===== src/rtl/serial_add_arbiter_pkg.sv =====
// Shared definitions for the bit-serial adder arbiter: FSM state encoding,
// default operand width and the round-robin winner selection.
package serial_add_arbiter_pkg;

  localparam int DEFAULT_WIDTH = 4;

  typedef enum logic [1:0] {
    ST_IDLE  = 2'd0,
    ST_LOAD  = 2'd1,
    ST_SHIFT = 2'd2,
    ST_DONE  = 2'd3
  } state_e;

  // On a tie the requester that was not served last wins.
  function automatic logic pick_winner(input logic [1:0] req, input logic last_served);
    logic win;
    case (req)
      2'b01:   win = 1'b0;
      2'b10:   win = 1'b1;
      2'b11:   win = ~last_served;
      default: win = 1'b0;
    endcase
    return win;
  endfunction

endpackage


===== src/rtl/serial_fa_cell.sv =====
// Single combinational full-adder cell shared by both requesters.
module serial_fa_cell (
  input  logic Cin,
  input  logic x,
  input  logic y,
  output logic s,
  output logic Cout
);

  assign s    = x ^ y ^ Cin;
  assign Cout = (x & y) | (x & Cin) | (y & Cin);

endmodule


===== src/rtl/serial_add_arbiter.sv =====
// Round-robin arbiter feeding one shared full-adder cell, LSB-first bit-serial add.
// Optional signed-overflow output enabled by defining SERIAL_ADD_OVF_EN.
module serial_add_arbiter
  import serial_add_arbiter_pkg::*;
#(
  parameter int WIDTH = DEFAULT_WIDTH
) (
  input  logic             clock,
  input  logic             reset,
  input  logic [1:0]       req,
  input  logic [WIDTH-1:0] a0,
  input  logic [WIDTH-1:0] b0,
  input  logic [WIDTH-1:0] a1,
  input  logic [WIDTH-1:0] b1,
  input  logic [1:0]       cin,
  output logic [1:0]       gnt,
  output logic             busy,
  output logic             done,
  output logic             done_id,
  output logic [WIDTH-1:0] sum,
  output logic             cout
`ifdef SERIAL_ADD_OVF_EN
  ,
  output logic             ovf
`endif
);

  localparam int CW = $clog2(WIDTH);

  state_e           state_q, state_d;
  logic [1:0]       gnt_q, gnt_d;
  logic             busy_q, busy_d;
  logic             done_q, done_d;
  logic             done_id_q, done_id_d;
  logic [WIDTH-1:0] sum_q, sum_d;
  logic             cout_q, cout_d;
  logic [WIDTH-1:0] a_sr_q, a_sr_d;
  logic [WIDTH-1:0] b_sr_q, b_sr_d;
  logic [WIDTH-1:0] s_sr_q, s_sr_d;
  logic             carry_q, carry_d;
  logic [CW-1:0]    cnt_q, cnt_d;
  logic             last_q, last_d;
  logic             win_q, win_d;
`ifdef SERIAL_ADD_OVF_EN
  logic             ovf_q, ovf_d;
`endif

  logic cell_s, cell_cout;

  serial_fa_cell u_cell (
    .Cin  (carry_q),
    .x    (a_sr_q[0]),
    .y    (b_sr_q[0]),
    .s    (cell_s),
    .Cout (cell_cout)
  );

  // State and datapath registers.
  always_ff @(posedge clock or posedge reset) begin
    if (reset) begin
      state_q   <= ST_IDLE;
      gnt_q     <= 2'b00;
      busy_q    <= 1'b0;
      done_q    <= 1'b0;
      done_id_q <= 1'b0;
      sum_q     <= '0;
      cout_q    <= 1'b0;
      a_sr_q    <= '0;
      b_sr_q    <= '0;
      s_sr_q    <= '0;
      carry_q   <= 1'b0;
      cnt_q     <= '0;
      last_q    <= 1'b1;
      win_q     <= 1'b0;
`ifdef SERIAL_ADD_OVF_EN
      ovf_q     <= 1'b0;
`endif
    end else begin
      state_q   <= state_d;
      gnt_q     <= gnt_d;
      busy_q    <= busy_d;
      done_q    <= done_d;
      done_id_q <= done_id_d;
      sum_q     <= sum_d;
      cout_q    <= cout_d;
      a_sr_q    <= a_sr_d;
      b_sr_q    <= b_sr_d;
      s_sr_q    <= s_sr_d;
      carry_q   <= carry_d;
      cnt_q     <= cnt_d;
      last_q    <= last_d;
      win_q     <= win_d;
`ifdef SERIAL_ADD_OVF_EN
      ovf_q     <= ovf_d;
`endif
    end
  end

  // Next-state, arbitration and shift datapath.
  always_comb begin
    state_d   = state_q;
    gnt_d     = 2'b00;
    done_d    = 1'b0;
    done_id_d = done_id_q;
    sum_d     = sum_q;
    cout_d    = cout_q;
    a_sr_d    = a_sr_q;
    b_sr_d    = b_sr_q;
    s_sr_d    = s_sr_q;
    carry_d   = carry_q;
    cnt_d     = cnt_q;
    last_d    = last_q;
    win_d     = win_q;
`ifdef SERIAL_ADD_OVF_EN
    ovf_d     = ovf_q;
`endif
    case (state_q)
      ST_IDLE: begin
        if (req != 2'b00) begin
          // Grant is registered so it appears in the LOAD cycle.
          win_d   = pick_winner(req, last_q);
          gnt_d   = win_d ? 2'b10 : 2'b01;
          state_d = ST_LOAD;
        end else begin
          state_d = ST_IDLE;
        end
      end
      ST_LOAD: begin
        a_sr_d  = win_q ? a1 : a0;
        b_sr_d  = win_q ? b1 : b0;
        carry_d = cin[win_q];
        cnt_d   = CW'(WIDTH - 1);
        last_d  = win_q;
        state_d = ST_SHIFT;
      end
      ST_SHIFT: begin
        s_sr_d  = {cell_s, s_sr_q[WIDTH-1:1]};
        a_sr_d  = {1'b0, a_sr_q[WIDTH-1:1]};
        b_sr_d  = {1'b0, b_sr_q[WIDTH-1:1]};
        carry_d = cell_cout;
        if (cnt_q == CW'(0)) begin
          // Final bit: publish the result on the edge that enters DONE.
          state_d   = ST_DONE;
          done_d    = 1'b1;
          sum_d     = {cell_s, s_sr_q[WIDTH-1:1]};
          cout_d    = cell_cout;
          done_id_d = win_q;
`ifdef SERIAL_ADD_OVF_EN
          ovf_d     = carry_q ^ cell_cout;
`endif
        end else begin
          cnt_d = cnt_q - CW'(1);
        end
      end
      ST_DONE: begin
        state_d = ST_IDLE;
      end
      default: begin
        state_d = ST_IDLE;
      end
    endcase
    busy_d = (state_d != ST_IDLE);
  end

  assign gnt     = gnt_q;
  assign busy    = busy_q;
  assign done    = done_q;
  assign done_id = done_id_q;
  assign sum     = sum_q;
  assign cout    = cout_q;
`ifdef SERIAL_ADD_OVF_EN
  assign ovf     = ovf_q;
`endif

endmodule


===== config.mk =====
export PLATFORM = sky130hd
export DESIGN_NAME = serial_add_arbiter
export DESIGN_NICKNAME = d
export VERILOG_FILES = /design/src/rtl/serial_add_arbiter_pkg.sv /design/src/rtl/serial_fa_cell.sv /design/src/rtl/serial_add_arbiter.sv
export SDC_FILE = /design/constraint.sdc
export NUM_CORES = 1
export LEC_CHECK = 0
export CORE_MARGIN = 5
export CORE_UTILIZATION = 44
export CTS_CLUSTER_SIZE = 12
export DETAILED_ROUTE_END_ITERATION = 12
export GPL_TIMING_DRIVEN = 0
export PLACE_DENSITY_LB_ADDON = 0.1
export SYNTH_ARGS = -nofsm -noshare
export SYNTH_HDL_FRONTEND = slang
export SYNTH_SLANG_ARGS = --single-unit

===== constraint.sdc =====
create_clock -name clock -period 3.25 [get_ports clock]
set_input_delay 0.65 -clock clock [delete_from_list [all_inputs] [get_ports clock]]
set_output_delay 0.65 -clock clock [all_outputs]
set_load 0.02 [all_outputs]

==> metrics.cfg <==
[timing]
finalHoldViolCount=0
relSlewSlack_pct=31.7
fin_crit_ns=1.95
report.final.slew_viol_count=0
clock_skew_ns=0.00528
rsz0062_at_grt=no
setup_violations=0
worst_pin_slew_ns=1.02
period_share_pct=60.1
max_freq_mhz=512
fin_tns_setup_ns=0
worst_slack_ns=1.30

[yosys]
ys_top_cells_by_count=dfrtp_1 (27), mux2i_1 (9), inv_1 (8), nand2b_1 (8)
yosysMostFrequentCell=dfrtp_1
synth.ff_latch_count=28
async_flop_share_pct=100
yosys-top-cells-area=dfrtp_1 (48%), mux2i_1 (6.5%), mux2_4 (6.5%), o211ai_2 (6.3%), ha_1 (4.5%)
ys_seq_area_share_pct=50.3
synth_nets=136
syn_inst=108
synth-edff-count=0
yosys_warnings=0
yosysUniqueCellTypes=28
mappedNetlistArea_mm2=0.00140
synth.top_cell.area_share_pct=48.4
yosysTopAreaCell=dfrtp_1
synth_ff_type=dfrtp_1
avgSynthCellArea_um2=12.9

[setup_path]
crit_chain=clkdlybuf4s50_1
path_buf_inv=1
r2r-end=b_sr_q[3]
cp.required_ns=2.60
worstSetupStartpoint=done_id
critPathCaptureType=output port
critical_path.startpoint_type=register
crit_slowest_cell=clkdlybuf4s50_1
ff2ff_setup_slack_ns=1.80
cp_max_fo=2
worstSetupEndpoint=done_id
crit_family=buffers and inverters
crit_cells=1
rr_worst_depth=5
worst-setup-path-type=reg2out
crit_path_max_incr_delay_ns=0.60
cp.arrival_ns=1.30
timing.rr.start=state_q[0]

[final_layout]
drive_above_1_share_pct=20.3
n_antenna_cell=0
area_delta_synth_final_pct=29.9
layout.nets=172
utilization_pct=59.4

[routing]
dr.pass1.iters=4
drtIter0Drc=18
drt-total-wl_um=2420
drc_errors=0
post_drt_via_cell_ratio=4.89
ant_nets=0
vias=914
post_drt_wl_per_cell_um=12.9

[global_route]
grt_usage_pct=12.4
antenna_found_initial=0
overflow=0
grt_max_degree=29
grt_pass1_vias=936
grt_pass1_wl_um=4170

[die]
num_rows=20
start_util_pct=45.7
die-area_mm2=0.00440
die_x_um=66.3
die_h_um=66.3
ios=32
core_area_mm2=0.00305

[cts]
clock_latency_ns=0.32
post_cts_buffers=0
cts-root-buf=clkbuf_4
cts_sinks=28
clkTransAtPathRegs_ns=0.15
cts-hold-fix-buffers=0
tritoncts=done
cts_max_level=1
ctsResizeCount=0
cts_buffer_depth=2
cts_made_buffers=3

[placement]
gp_congestion=0.693
pre_cts_slack_ns=1.30
hpwlAfterDp_um=1840
port-buffer-count=31

[pwr]
irDropWorstVdd_mv=0.484
p_per_area_mw_per_mm2=1040
cellLeakagePower_nw=0.849

[worst_hold_path]
hp-class=reg2reg

[run]
max-cap-violations=0

[run_status]
status=completed

[cell families after synthesis]
family                   share of synthesized area, %
adder cells (fa/ha/maj)                          5.91
flip-flops                                       50.3
multiplexers                                     16.1
buffers and inverters                            5.47
AO/OA/AOI/OAI                                    11.7
AND/OR/NAND/NOR                                  9.86
XOR/XNOR                                        0.627
[cells in the final DEF (no fill, tap or decap), drive strengths merged, types with 5 or more instances in the layout]
cell / netlist / routed
clkdlybuf4s50: 0 / 31
nand2b: 9 / 9
mux2: 10 / 10
buf: 5 / 5
mux2i: 9 / 9
ha: 5 / 5
o211ai: 8 / 8
nand3: 7 / 7
inv: 8 / 8
dfrtp: 27 / 27
[layout make-up]
class | instances | area [um2]
Fill cell | 272 | 1240
Sequential cell | 28 | 702
Multi-Input combinational cell | 67 | 618
Timing Repair Buffer | 31 | 310
Tap cell | 44 | 55.1
Buffer | 5 | 46.3
Clock inverter | 1 | 30.0
Inverter | 8 | 30.0
Clock buffer | 3 | 22.5
[worst min path at each step]
| stage | start | end | depth (start not counted) |
|---|---|---|---|
| 2_1_floorplan | a_sr_q[3] | a_sr_q[3] | 1 |
| 3_3_place_gp | a_sr_q[3] | a_sr_q[3] | 1 |
| 3_5_place_dp | b_sr_q[3] | b_sr_q[3] | 1 |
| 4_1_cts | b_sr_q[3] | b_sr_q[3] | 1 |
| 5_1_grt | b_sr_q[3] | b_sr_q[3] | 1 |
| 6_report | b_sr_q[3] | b_sr_q[3] | 1 |
[routing by layer]
metal | GRT usage, % | share of wire (%)
met3 | 4.08 | 6.3
met1 | 14.9 | 44
met5 | 0 | 0
met4 | 2.28 | 0.79
met2 | 21.4 | 49
[report_power, final]
group,total [mW],internal [mW],switching [mW]
sequential,0.623,0.525,0.0986
clock,0.223,0.125,0.0985
combinational,1.03,0.544,0.488
total,1.88,1.19,0.685
[through the flow]
step | area [um2] | std cells | power [mW] | hold slack [ns]
after floorplan | 1400 | 108 | 1.39 | 0.455
after global placement | 1760 | 183 | 1.66 | 0.475
after detailed placement | 1760 | 183 | 1.68 | 0.476
after CTS | 1810 | 187 | 1.90 | 0.511
after global routing | 1810 | 187 | 2.04 | 0.528
final | 1810 | 187 | 1.88 | 0.508
[sequential cells by signal, indices dropped and copies added, names as in the netlist, 2 cells and up]
signal   count
state_q      2
sum          4
cnt_q        2
s_sr_q       3
a_sr_q       4
b_sr_q       4
gnt          2
Note: power is estimated with default switching activity, not from simulation.
